--- src/rtl/dmem_write_buffer_if.sv ---
// Core-side and external-SRAM-side signals of the data memory write buffer.
// slave is the buffer's view; master is the core/memory environment's view.
interface dmem_write_buffer_if #(
    parameter int unsigned AW = 16
);
    logic [AW-1:0] MemAddr;
    logic          MemWrite;
    logic          MemRead;
    logic [31:0]   WriteData;
    logic          WriteL;
    logic          WriteR;
    logic [31:0]   MemData;
    logic          MemStall;
    logic          Empty;
    logic [AW-3:0] ExtAddr;
    logic [31:0]   ExtWData;
    logic [3:0]    ExtBE;
    logic          ExtWrite;
    logic          ExtReq;
    logic          ExtAck;
    logic [31:0]   ExtRData;

    modport slave (
        input  MemAddr, MemWrite, MemRead, WriteData, WriteL, WriteR, ExtAck, ExtRData,
        output MemData, MemStall, Empty, ExtAddr, ExtWData, ExtBE, ExtWrite, ExtReq
    );

    modport master (
        output MemAddr, MemWrite, MemRead, WriteData, WriteL, WriteR, ExtAck, ExtRData,
        input  MemData, MemStall, Empty, ExtAddr, ExtWData, ExtBE, ExtWrite, ExtReq
    );
endinterface

--- src/rtl/dmem_write_buffer.sv ---
// Posted-store FIFO between the M stage and external data SRAM; loads bypass
// queued stores unless a queued store targets the same word.
module dmem_write_buffer #(
    parameter int unsigned DEPTH = 4,
    parameter int unsigned AW    = 16
) (
    input logic                 Clock,
    input logic                 nReset,
    dmem_write_buffer_if.slave  bus
);
    localparam int unsigned PtrW = (DEPTH > 1) ? $clog2(DEPTH) : 1;
    localparam int unsigned WaW  = AW - 2;

    localparam logic [1:0] StIdle  = 2'd0;
    localparam logic [1:0] StRead  = 2'd1;
    localparam logic [1:0] StWrite = 2'd2;

    logic [WaW-1:0] addr_mem_q [DEPTH];
    logic [31:0]    data_mem_q [DEPTH];
    logic [3:0]     be_mem_q   [DEPTH];

    logic [PtrW-1:0] wr_ptr_q, wr_ptr_d, rd_ptr_q, rd_ptr_d, slot_off;
    logic [PtrW:0]   count_q, count_d;
    logic [1:0]      state_q, state_d;
    logic            rd_done_q, rd_done_d;
    logic [31:0]     mem_data_q, mem_data_d;
    logic [WaW-1:0]  ext_addr_q, ext_addr_d;
    logic [31:0]     ext_wdata_q, ext_wdata_d;
    logic [3:0]      ext_be_q, ext_be_d;
    logic            ext_write_q, ext_write_d, ext_req_q, ext_req_d;

    logic           full, push, pop, conflict, read_req;
    logic [3:0]     be_new;
    logic [WaW-1:0] word_addr;

    assign word_addr = bus.MemAddr[AW-1:2];
    assign full      = (count_q == (PtrW+1)'(DEPTH));
    assign push      = bus.MemWrite & ~full;
    assign pop       = (state_q == StWrite) & bus.ExtAck;
    // A simultaneous store wins: the load is not seen at all that cycle.
    assign read_req  = bus.MemRead & ~bus.MemWrite & ~rd_done_q;

    always_comb begin
        be_new = 4'b1111;
        if (bus.WriteL & ~bus.WriteR) begin
            be_new = 4'b1111 >> bus.MemAddr[1:0];
        end else if (bus.WriteR & ~bus.WriteL) begin
            be_new = 4'b1111 << (2'd3 - bus.MemAddr[1:0]);
        end
    end

    // Slot i is valid when its distance from the read pointer is below the count.
    always_comb begin
        conflict = 1'b0;
        slot_off = '0;
        for (int unsigned i = 0; i < DEPTH; i++) begin
            slot_off = PtrW'(i) - rd_ptr_q;
            if (({1'b0, slot_off} < count_q) && (addr_mem_q[i] == word_addr)) begin
                conflict = 1'b1;
            end
        end
    end

    always_comb begin
        wr_ptr_d = push ? wr_ptr_q + PtrW'(1) : wr_ptr_q;
        rd_ptr_d = pop  ? rd_ptr_q + PtrW'(1) : rd_ptr_q;
        count_d  = count_q;
        if (push & ~pop) begin
            count_d = count_q + (PtrW+1)'(1);
        end else if (pop & ~push) begin
            count_d = count_q - (PtrW+1)'(1);
        end
    end

    always_comb begin
        state_d     = state_q;
        rd_done_d   = 1'b0;
        mem_data_d  = mem_data_q;
        ext_addr_d  = ext_addr_q;
        ext_wdata_d = ext_wdata_q;
        ext_be_d    = ext_be_q;
        ext_write_d = ext_write_q;
        ext_req_d   = ext_req_q;
        case (state_q)
            StIdle: begin
                if (read_req & ~conflict) begin
                    state_d     = StRead;
                    ext_addr_d  = word_addr;
                    ext_write_d = 1'b0;
                    ext_req_d   = 1'b1;
                end else if (count_q != '0) begin
                    state_d     = StWrite;
                    ext_addr_d  = addr_mem_q[rd_ptr_q];
                    ext_wdata_d = data_mem_q[rd_ptr_q];
                    ext_be_d    = be_mem_q[rd_ptr_q];
                    ext_write_d = 1'b1;
                    ext_req_d   = 1'b1;
                end
            end
            StRead: begin
                if (bus.ExtAck) begin
                    mem_data_d = bus.ExtRData;
                    rd_done_d  = 1'b1;
                    ext_req_d  = 1'b0;
                    state_d    = StIdle;
                end
            end
            StWrite: begin
                if (bus.ExtAck) begin
                    ext_req_d = 1'b0;
                    state_d   = StIdle;
                end
            end
            default: begin
                ext_req_d = 1'b0;
                state_d   = StIdle;
            end
        endcase
    end

    always_ff @(posedge Clock) begin
        if (push) begin
            addr_mem_q[wr_ptr_q] <= word_addr;
            data_mem_q[wr_ptr_q] <= bus.WriteData;
            be_mem_q[wr_ptr_q]   <= be_new;
        end
    end

    always_ff @(posedge Clock or negedge nReset) begin
        if (!nReset) begin
            wr_ptr_q    <= '0;
            rd_ptr_q    <= '0;
            count_q     <= '0;
            state_q     <= StIdle;
            rd_done_q   <= 1'b0;
            mem_data_q  <= '0;
            ext_addr_q  <= '0;
            ext_wdata_q <= '0;
            ext_be_q    <= '0;
            ext_write_q <= 1'b0;
            ext_req_q   <= 1'b0;
        end else begin
            wr_ptr_q    <= wr_ptr_d;
            rd_ptr_q    <= rd_ptr_d;
            count_q     <= count_d;
            state_q     <= state_d;
            rd_done_q   <= rd_done_d;
            mem_data_q  <= mem_data_d;
            ext_addr_q  <= ext_addr_d;
            ext_wdata_q <= ext_wdata_d;
            ext_be_q    <= ext_be_d;
            ext_write_q <= ext_write_d;
            ext_req_q   <= ext_req_d;
        end
    end

    assign bus.MemData  = mem_data_q;
    assign bus.MemStall = read_req | (bus.MemWrite & full);
    assign bus.Empty    = (count_q == '0) & (state_q == StIdle);
    assign bus.ExtAddr  = ext_addr_q;
    assign bus.ExtWData = ext_wdata_q;
    assign bus.ExtBE    = ext_be_q;
    assign bus.ExtWrite = ext_write_q;
    assign bus.ExtReq   = ext_req_q;
endmodule

--- src/flat_wrapper.sv ---
// flat-port wrapper written by rule: the top's interface ports become plain ports
module dmem_write_buffer_flat 
#(
    parameter int unsigned DEPTH = 4,
    parameter int unsigned AW    = 16
)
  (Clock, nReset, bus_MemAddr, bus_MemWrite, bus_MemRead, bus_WriteData, bus_WriteL, bus_WriteR, bus_ExtAck, bus_ExtRData, bus_MemData, bus_MemStall, bus_Empty, bus_ExtAddr, bus_ExtWData, bus_ExtBE, bus_ExtWrite, bus_ExtReq);
  dmem_write_buffer_if #(.AW(AW)) bus_i ();
  input logic Clock;
  input logic nReset;
  input wire logic [$bits(bus_i.MemAddr)-1:0] bus_MemAddr;
  input wire logic [$bits(bus_i.MemWrite)-1:0] bus_MemWrite;
  input wire logic [$bits(bus_i.MemRead)-1:0] bus_MemRead;
  input wire logic [$bits(bus_i.WriteData)-1:0] bus_WriteData;
  input wire logic [$bits(bus_i.WriteL)-1:0] bus_WriteL;
  input wire logic [$bits(bus_i.WriteR)-1:0] bus_WriteR;
  input wire logic [$bits(bus_i.ExtAck)-1:0] bus_ExtAck;
  input wire logic [$bits(bus_i.ExtRData)-1:0] bus_ExtRData;
  output wire logic [$bits(bus_i.MemData)-1:0] bus_MemData;
  output wire logic [$bits(bus_i.MemStall)-1:0] bus_MemStall;
  output wire logic [$bits(bus_i.Empty)-1:0] bus_Empty;
  output wire logic [$bits(bus_i.ExtAddr)-1:0] bus_ExtAddr;
  output wire logic [$bits(bus_i.ExtWData)-1:0] bus_ExtWData;
  output wire logic [$bits(bus_i.ExtBE)-1:0] bus_ExtBE;
  output wire logic [$bits(bus_i.ExtWrite)-1:0] bus_ExtWrite;
  output wire logic [$bits(bus_i.ExtReq)-1:0] bus_ExtReq;
  assign bus_i.MemAddr = bus_MemAddr;
  assign bus_i.MemWrite = bus_MemWrite;
  assign bus_i.MemRead = bus_MemRead;
  assign bus_i.WriteData = bus_WriteData;
  assign bus_i.WriteL = bus_WriteL;
  assign bus_i.WriteR = bus_WriteR;
  assign bus_i.ExtAck = bus_ExtAck;
  assign bus_i.ExtRData = bus_ExtRData;
  assign bus_MemData = bus_i.MemData;
  assign bus_MemStall = bus_i.MemStall;
  assign bus_Empty = bus_i.Empty;
  assign bus_ExtAddr = bus_i.ExtAddr;
  assign bus_ExtWData = bus_i.ExtWData;
  assign bus_ExtBE = bus_i.ExtBE;
  assign bus_ExtWrite = bus_i.ExtWrite;
  assign bus_ExtReq = bus_i.ExtReq;
  dmem_write_buffer #(.DEPTH(DEPTH), .AW(AW)) u_core (.Clock(Clock), .nReset(nReset), .bus(bus_i));
endmodule
--- config.mk ---
export PLATFORM = sky130hd
export DESIGN_NAME = dmem_write_buffer_flat
export DESIGN_NICKNAME = d
export VERILOG_FILES = /design/src/rtl/dmem_write_buffer_if.sv /design/src/rtl/dmem_write_buffer.sv /design/src/flat_wrapper.sv
export SDC_FILE = /design/constraint.sdc
export NUM_CORES = 1
export LEC_CHECK = 0
export CAP_MARGIN = 10
export CORE_MARGIN = 2
export CORE_UTILIZATION = 30
export CTS_CLUSTER_DIAMETER = 60
export DETAILED_ROUTE_END_ITERATION = 10
export PLACE_DENSITY_LB_ADDON = 0.1
export SYNTH_ARGS = -nofsm -noshare
export SYNTH_HDL_FRONTEND = slang
export SYNTH_SLANG_ARGS = --single-unit
--- constraint.sdc ---
create_clock -name Clock -period 3 [get_ports Clock]
set_input_delay 0.6 -clock Clock [delete_from_list [all_inputs] [get_ports Clock]]
set_output_delay 0.6 -clock Clock [all_outputs]
set_load 0.01 [all_outputs]
==> results.py <==
metrics = {
    "status": {
        "status": "complete, no violations",
    },
    "worst_setup_path": {
        "crit_chain": "xnor2_1 -> inv_1 -> ha_1 -> a2111oi_1 -> nand4_1 -> o22a_1 -> a31oi_4 -> buf_12 -> buf_12 -> mux2_1",
        "cp_common_cell": "buf_12",
        "cp-start-kind": "flip-flop",
        "end_kind": "flip-flop",
        "cp_max_fo": 20,
        "crit_arrival_ns": 3.20,
        "cp.buffers_inverters": 3,
        "critPathRequiredTime_ns": 3.41,
        "critical_path_class": "reg -> reg",
        "cp_top_family": "compound AO/OA/AOI/OAI gates",
        "crit_path_max_incr_delay_ns": 0.47,
        "crit_slowest_cell": "dfrtp_4",
    },
    "route": {
        "ant_nets": 0,
        "vias_per_cell": 4.65,
        "drt_iter0_drc": 321,
        "wire_per_inst_um": 21.3,
        "drt_first_pass_iters": 6,
        "drt-total-wl_mm": 30.4,
        "drcViolationCount": 0,
        "vias": 6642,
    },
    "floorplanning": {
        "die_w_um": 203,
        "std_cell_rows": 73,
        "io_pins": 173,
        "initial_core_util_pct": 30.2,
        "core_area_mm2": 0.0395,
        "die_area_mm2": 0.0414,
        "die_h_um": 203,
    },
    "placed_design": {
        "dp_hpwl_mm": 19.4,
        "port_buffers": 172,
        "place_ws_ns": -0.387,
        "place_inst": 1359,
        "place.gp.congestion": 0.795,
    },
    "timing": {
        "max_freq_mhz": 358,
        "post-route-min-period_ns": 2.79,
        "tightest_slew_ns": 0.667,
        "finalHoldViolCount": 0,
        "slew_violations": 0,
        "period_share_pct": 93.1,
        "final.setup.tns_ns": 0,
        "setup_viol_count_final": 0,
        "max_slew_margin_pct": 55.6,
        "worst_clock_skew_ns": 0.00998,
        "rsz0062_at_grt": "no",
        "holdWs_ns": 0.0268,
        "setup_ws_ns": 0.208,
    },
    "clock_tree": {
        "cts.sinks": 294,
        "cts_hold_buf": 0,
        "htree_levels": 2,
        "cts_made_buffers": 36,
        "clk_pin_slew_worst_paths_ns": 0.05,
        "clk_latency_ns": 0.54,
        "root_buffer": "clkbuf_16",
        "cts_tree": "built",
        "cts_buffer_depth": 3,
    },
    "cells_and_area": {
        "fill_cells": 3671,
        "n_antenna_cell": 0,
        "multi_input_area_mm2": 0.00336,
        "syn2layout_area_growth_pct": 33.1,
        "final_common_cell": "edfxtp_1",
        "nNetsFinal": 977,
        "stdcell_count": 1429,
        "final_cell_mix": "edfxtp_1 (200), clkdlybuf4s50_1 (171), dfrtp_1 (92)",
        "seq_area_mm2": 0.00836,
        "fin_util_pct": 40.3,
        "final_layout_size_suffix_gt1_share_pct": 23.0,
    },
    "power": {
        "p_leak_nw": 5.74,
        "vdd_drop_max_v": 0.000356,
        "power_density_mw_per_mm2": 1000,
    },
    "job": {
        "max_cap_violations": 0,
    },
    "yosys": {
        "synth-seq-area-share_pct": 70.0,
        "synth_edf_count": 200,
        "synth-main-ff-cell": "edfxtp_1",
        "yosys_warnings": 0,
        "syn_area_mm2": 0.0119,
        "avgSynthCellArea_um2": 18.6,
        "synth-seq-cells": 294,
        "async_flop_share_pct": 32.0,
        "ys_types": 46,
        "synthCells": 641,
        "syn_nets": 741,
    },
    "global_route": {
        "grt_pass1_vias": 7341,
        "gr-total-overflow": 0,
        "antenna_found_initial": 1,
        "grt_max_degree": 40,
        "track_usage_pct": 14.9,
        "grt_pass1_wl_mm": 45.7,
    },
    "hold_path": {
        "hold_class": "in -> async",
    },
}
==> path summary, 6_finish.rpt <==
kind / startpoint / endpoint / slack [ns] / depth (start not counted)
worst min register to register: u_core.bus.ExtWData[16]$_DFFE_PN0P_ / u_core.bus.ExtWData[16]$_DFFE_PN0P_ / 0.48 / 1
max in group asynchronous: nReset / u_core.bus.ExtWData[17]$_DFFE_PN0P_ / 2.31 / 2
worst max-delay path: u_core.rd_ptr_q[0]$_DFFE_PN0P_ / u_core.bus.ExtWData[5]$_DFFE_PN0P_ / 0.21 / 10
worst min-delay path: nReset / u_core.bus.MemData[24]$_DFFE_PN0P_ / 0.03 / 1
min in group Clock: u_core.bus.ExtWData[16]$_DFFE_PN0P_ / u_core.bus.ExtWData[16]$_DFFE_PN0P_ / 0.48 / 1
worst max register to register: u_core.rd_ptr_q[0]$_DFFE_PN0P_ / u_core.bus.ExtWData[5]$_DFFE_PN0P_ / 0.21 / 10
==> where the power goes <==
| group | switching [mW] | internal (mW) | leakage (nW) |
|---|---|---|---|
| Sequential | 0.566 | 5.61 | 2.95 |
| Combinational | 2.60 | 3.05 | 2.24 |
| Clock | 1.65 | 2.41 | 0.542 |
==> layer usage <==
layer  track usage (%)  part of all wire [%]
met5                 0                 0.043
met4              5.92                   2.4
met3              3.64                   5.4
met2              24.4                    48
met1              18.9                    44
==> final cells by class <==
type                    instances  area share (%)
clock buffers                  51            6.28
clock inverters                14           0.662
inverters                      13           0.307
multi-input cells             296            21.1
flip-flops and latches        294            52.6
well taps                     525            4.13
repair buffers                236            14.8
==> logic make-up after synthesis <==
group	share of synthesized area, %
muxes	16.0
xor gates and xnor gates	4.62
adders and majority gates	1.43
DFF	70.0
and+or+nand+nor	3.16
AOI/OAI and AO/OA	2.84
buffers and inverters	1.88
==> Yosys cell counts, types with 5 or more instances <==
| library cell | instances | area (µm²) |
|---|---|---|
| edfxtp_1 | 200 | 6010 |
| dfrtp_1 | 94 | 2350 |
| mux4_2 | 50 | 1130 |
| xor2_1 | 38 | 333 |
| mux2_1 | 36 | 405 |
| mux2_2 | 33 | 372 |
| clkbuf_1 | 25 | 93.8 |
| xnor2_1 | 25 | 219 |
| and4_1 | 15 | 131 |
| a221o_1 | 14 | 140 |
| ha_1 | 12 | 150 |
| inv_1 | 12 | 45.0 |
| nand2_1 | 9 | 33.8 |
| a21oi_1 | 8 | 40.0 |
| nand4_1 | 7 | 43.8 |
| and2_1 | 5 | 31.3 |
| nor2_1 | 5 | 18.8 |
==> state kept, by name, indices dropped and copies added (netlist names) <==
signal / count
u_core.be_mem_q: 16
u_core.bus.ExtBE: 4
u_core.count_q: 3
u_core.bus.ExtWrite: 1
u_core.bus.ExtAddr: 14
u_core.addr_mem_q: 56
u_core.rd_ptr_q: 2
u_core.bus.ExtWData: 32
u_core.rd_done_q: 1
u_core.data_mem_q: 128
u_core.bus.MemData: 32
u_core.bus.ExtReq: 1
u_core.state_q: 2
u_core.wr_ptr_q: 2
==> repair_timing <==
action | in CTS | in global routing
gates resized for setup | 0 | 1
endpoints found under the hold margin | 0 | 0
setup buffers | 0 | 3
setup endpoints to repair | 0 | 38
==> through the flow <==
stage	instance area, µm²	power [mW]
floorplan	11900	9.15
global placement	14700	11.7
detailed placement	14700	11.9
CTS	15800	16.1
global route	15900	16.8
finish	15900	15.9
Power figures use the tool's default switching activity.
==> variant 1, RTL diff (config.mk and constraints unchanged) <==
`DEPTH` is set to 4 in 2 places; all go to 8.
--- a/src/rtl/dmem_write_buffer.sv
+++ b/src/rtl/dmem_write_buffer.sv
@@ -3,3 +3,3 @@
 module dmem_write_buffer #(
-    parameter int unsigned DEPTH = 4,
+    parameter int unsigned DEPTH = 8,
     parameter int unsigned AW    = 16
--- a/src/flat_wrapper.sv
+++ b/src/flat_wrapper.sv
@@ -3,3 +3,3 @@
 #(
-    parameter int unsigned DEPTH = 4,
+    parameter int unsigned DEPTH = 8,
     parameter int unsigned AW    = 16
Behaviour: not the same (a bounded check fails within 10 cycles, from zero or initial values and one cycle with nReset low).
==> variant 1 against the original RTL <==
  * Sequential power is 58% higher
  * Area after synthesis grew 75%
  * Setup slack got worse by 0.15 ns
  * Total power increased by 66%
  * Sequential cell count is 203 higher
  * Cell area increased by 69%
  * Die area is 74% higher
  * Routed wire length increased by 86%
==> variant 1: results (changes against the original RTL) <==
qor: pwr.worst_ir_drop_on_vdd 0.000772 V [+120%]
qor: finish.regs_by_ff_count u_core.data_mem_q x256, u_core.addr_mem_q x112
qor: setup_path.crit_arrival 3.43 ns [+0.23 ns]
qor: finish.multiInputGateArea 0.00629 mm² [+87%]
qor: timing.timing.hold.ws 0.0964 ns [+0.0696 ns]
qor: synth.synth_edf_count 400 [+100%]
qor: synth.yosys-mux-area-fraction 14.5% [-1.5 points]
qor: clock_network.clk_transition_reported_paths 0.07 ns [+0.02 ns]
qor: clock_network.clk-insertion-delay-late 0.62 ns [+0.08 ns]
qor: synth.synth_common_cells 400 x sky130_fd_sc_hd__edfxtp_1, 168 x sky130_fd_sc_hd__nand2_1, 100 x sky130_fd_sc_hd__mux4_2
qor: timing.timing.clock.skew 0.0210 ns [+0.0110 ns]
qor: finish.drive_gt1_share 25.9% [+2.9 points]
qor: finish.final.clkbuf_count 77 [+51%]
qor: global_routing.antenna_violations_before_repair 4 [+3]
qor: detailed_routing.avgRoutedWirePerCell 22.8 µm [+7.1%]
qor: global_routing.grt_usage 15.9% [+1.1 points]
qor: timing.timing.slew.headroom 36.0% [-20 points]
qor: synth.compound_gate_portion_of_the_synthesized_area 2.72% [-0.12 points]
qor: synth.synth_xor_xnor_area_share 5.15% [+0.53 points]
qor: setup_path.rr_worst_depth 11 [+1]
qor: synth.synth_cell_types 44 [-4.3%]
qor: placed_design.place_congestion 0.885 [+11%]
qor: global_routing.global_route_wire_length_before_repair 83600 µm [+83%]
qor: finish.final-clk-cell-share 6.98% [+0.032 points]
qor: synth.syn-mean-instance-area 17.0 µm² [-8.8%]
qor: outcome.run_status finished clean
qor: global_routing.globalRouteMet3Util 3.42% [-0.23 points]
qor: detailed_routing.met1_length 25500 µm [+92%]
qor: finish.non_clock_buffers 284 [+20%]
qor: synth.synth-async-reset-ratio 19.5% [-12 points]
qor: finish.layout.comb_gates.multi_input 635 [+110%]
qor: detailed_routing.route.met2.wl 26900 µm [+83%]
qor: setup_path.regToRegEndpoint u_core.bus.ExtWData[31]
qor: clock_network.cts-buffers-inserted 56 [+56%]
qor: pwr.p_leak 9.58 nW [+67%]
qor: placed_design.dp_hpwl 34400 µm [+77%]
qor: synth.synth.yosys.seq_area_share 69.1% [-0.99 points]
qor: synth.synth-adder-area-share 1.35% [-0.074 points]
qor: detailed_routing.detailedRoute.firstIterationViolations 776 [+140%]
variant 1: cell count changes after synthesis, sizes merged, moves of 12 or more:
cell    before  now
a21oi        8   28
a221o       14    0
and4        15    0
buf         12   35
edfxtp     200  400
inv         13   30
mux4        50  100
nand2        9  168
nor2         5   21
nor4         5   17
o221ai       0   14
o32ai        0   14
xnor2       25   41
xor2        38   82
variant 1: where the power goes:
part	leakage, nW	internal [mW]	switching [mW]	total (mW)
logic	3.87	4.82	4.85	9.68
clock network	0.931	4.09	2.85	6.94
registers	4.78	8.98	0.742	9.72
variant 1: repair_timing:
action	in CTS	in global routing
gates resized for setup	4	15
setup buffers	0	1
gates cloned	0	2
setup endpoints to repair	36	52
pin swaps	1	6
variant 1: per-stage QoR:
step | power (mW) | setup WS [ns] | cell area (µm²)
finish | 26.3 | 0.0579 | 26900
global route | 27.9 | -0.00387 | 26900
CTS | 26.6 | 0.00722 | 26700
detailed placement | 19.6 | -0.405 | 24900
global placement | 19.5 | -0.395 | 24900
floorplan | 15.4 | -0.697 | 21100
==> variant 2, RTL diff (config.mk and constraints unchanged) <==
Made on the original files. `mem_data_q`, `ext_addr_q` and `ext_wdata_q` no longer have a reset.
--- a/src/rtl/dmem_write_buffer.sv
+++ b/src/rtl/dmem_write_buffer.sv
@@ -135,5 +135,2 @@
             rd_done_q   <= 1'b0;
-            mem_data_q  <= '0;
-            ext_addr_q  <= '0;
-            ext_wdata_q <= '0;
             ext_be_q    <= '0;
@@ -147,5 +144,2 @@
             rd_done_q   <= rd_done_d;
-            mem_data_q  <= mem_data_d;
-            ext_addr_q  <= ext_addr_d;
-            ext_wdata_q <= ext_wdata_d;
             ext_be_q    <= ext_be_d;
@@ -154,2 +148,8 @@
         end
+    end
+
+    always_ff @(posedge Clock) begin
+        mem_data_q  <= mem_data_d;
+        ext_addr_q  <= ext_addr_d;
+        ext_wdata_q <= ext_wdata_d;
     end
Function: changed (Yosys sat finds a counterexample within 4 cycles, from zero or initial values and one cycle with nReset low).
==> variant 2 against the original RTL <==
  * Via count shrank 12%
  * Sequential power is essentially flat
  * Sequential cell count is the same
  * Setup slack gained 0.025 ns
  * Area after synthesis shrank 3.8%
  * Cell area shrank 4.0%
  * Total power shrank 8.3%
  * Highest routed layer unchanged
  * Critical path depth shrank 6
  * Global-route usage shrank 1.3 points
  * Routed wire length shrank 12%
==> variant 2: results (changes against the original RTL) <==
qor: synth.synth_edf_count 278 [+39%]
qor: synth.synth_cell_types 48 [+4.3%]
qor: placed_design.dpl.cell_count 1240 [-8.8%]
qor: worst_hold_path.timing.hold.worst.class reg2reg
qor: global_routing.globalRouteMet3Util 3.16% [-0.49 points]
qor: synth.synth-adder-area-share 1.48% [+0.056 points]
qor: placed_design.placed_area 0.0142 mm² [-3.7%]
qor: detailed_routing.first_pass_iters 4 [-2]
qor: detailed_routing.detailedRoute.firstIterationViolations 281 [-12%]
qor: finish.final-instance-count-excl-fill 1304 [-8.7%]
qor: setup_path.critical-path-max-stage-delay 0.82 ns [+0.35 ns]
qor: global_routing.grt_use_met1 17.4% [-1.5 points]
qor: synth.synth_common_cells 278 x sky130_fd_sc_hd__edfxtp_1, 46 x sky130_fd_sc_hd__mux4_2, 44 x sky130_fd_sc_hd__xor2_1
qor: synth.synth_xor_xnor_area_share 4.81% [+0.18 points]
qor: outcome.run_status finished clean
qor: timing.timing.clock.skew 0.0221 ns [+0.0121 ns]
qor: setup_path.cp_top_family buffers and inverters
qor: detailed_routing.met1_length 11400 µm [-14%]
qor: global_routing.grt_pass1_vias 6350 [-13%]
qor: synth.synth-async-reset-ratio 5.44% [-27 points]
qor: clock_network.cts-buffers-inserted 36 [unchanged]
qor: timing.worst_slew_pin_slew 1.00 ns [+0.336 ns]
qor: global_routing.use_met2 22.7% [-1.7 points]
qor: synth.syn_inst 541 [-16%]
qor: global_routing.grt_max_degree 46 [+15%]
qor: setup_path.reg2reg_setup_slack 0.23 ns [+0.03 ns]
qor: synth.compound_gate_portion_of_the_synthesized_area 1.53% [-1.3 points]
qor: synth.post_synth_main_area_contributors sky130_fd_sc_hd__edfxtp_1 73%, sky130_fd_sc_hd__mux4_2 9.0%, sky130_fd_sc_hd__dfrtp_1 3.5%
qor: finish.drive_gt1_share 22.1% [-0.94 points]
qor: pwr.p_leak 5.10 nW [-11%]
qor: worst_hold_path.worst_hold_path.num_cells 1
qor: finish.nNetsFinal 867 [-11%]
qor: pwr.power_switching_share 28.3% [-2.0 points]
qor: detailed_routing.met3RoutedLength 1270 µm [-22%]
qor: setup_path.critical_path.max_fanout 45 [+130%]
qor: global_routing.antenna_violations_before_repair 2 [+1]
qor: clock_network.clk-insertion-delay-late 0.52 ns [-0.02 ns]
qor: synth.yosys-mux-area-fraction 12.1% [-4.0 points]
qor: synth.synth.yosys.seq_area_share 76.2% [+6.2 points]
qor: detailed_routing.avgViaCountPerCell 4.48 [-3.5%]
qor: setup_path.regToRegEndpoint u_core.bus.ExtAddr[11]
qor: detailed_routing.avgRoutedWirePerCell 20.5 µm [-3.5%]
qor: setup_path.critical-path-slowest-cell sky130_fd_sc_hd__buf_4
qor: setup_path.rr_worst_depth 4 [-6]
qor: synth.post_synthesis_net_count 641 [-13%]
qor: detailed_routing.route.met2.wl 13500 µm [-8.5%]
qor: global_routing.global_route_wire_length_before_repair 39500 µm [-14%]
## variant 2: cell type report
| class | instances | area [µm²] |
|---|---|---|
| clock buffers | 47 | 963 |
| clock inverters | 17 | 136 |
| fillers | 3435 | 22400 |
| inverters | 10 | 41.3 |
| multi-input cells | 210 | 2550 |
| flip-flops and latches | 294 | 8750 |
| well taps | 511 | 639 |
| repair buffers | 215 | 2170 |
## variant 2: power groups by stage
stage | sequential (mW) | clock, mW | combinational, mW
detailed placement | 6.27 | 0 | 4.46
global route | 6.28 | 4.37 | 4.72
floorplan | 6.38 | 0 | 2.20
finish | 6.18 | 4.05 | 4.34
global placement | 6.25 | 0 | 4.45
CTS | 6.21 | 4.18 | 4.49
## variant 2: how the worst max path moves through the flow
stage / from / to / slack, ns / depth (start not counted)
6_report: u_core.rd_ptr_q[0] / u_core.bus.ExtAddr[11] / 0.23 / 4
5_1_grt: u_core.rd_ptr_q[0] / u_core.bus.ExtAddr[11] / 0.02 / 4
4_1_cts: u_core.rd_ptr_q[0] / u_core.bus.ExtAddr[11] / 0.13 / 4
3_5_place_dp: bus_MemAddr[2] / u_core.bus.ExtAddr[6] / -0.26 / 9
3_3_place_gp: bus_MemAddr[2] / u_core.bus.ExtAddr[6] / -0.20 / 9
2_1_floorplan: u_core.rd_ptr_q[0] / u_core.bus.ExtWData[0] / 0.03 / 12
## variant 2: per-stage QoR
| stage | setup WS, ns | setup TNS, ns | hold slack, ns |
|---|---|---|---|
| global route | 0.0213 | 0 | 0.539 |
| finish | 0.233 | 0 | 0.504 |
| global placement | -0.195 | -7.75 | 0.498 |
| floorplan | 0.0328 | 0 | 0.304 |
| detailed placement | -0.264 | -10.05 | 0.493 |
| CTS | 0.129 | 0 | 0.505 |
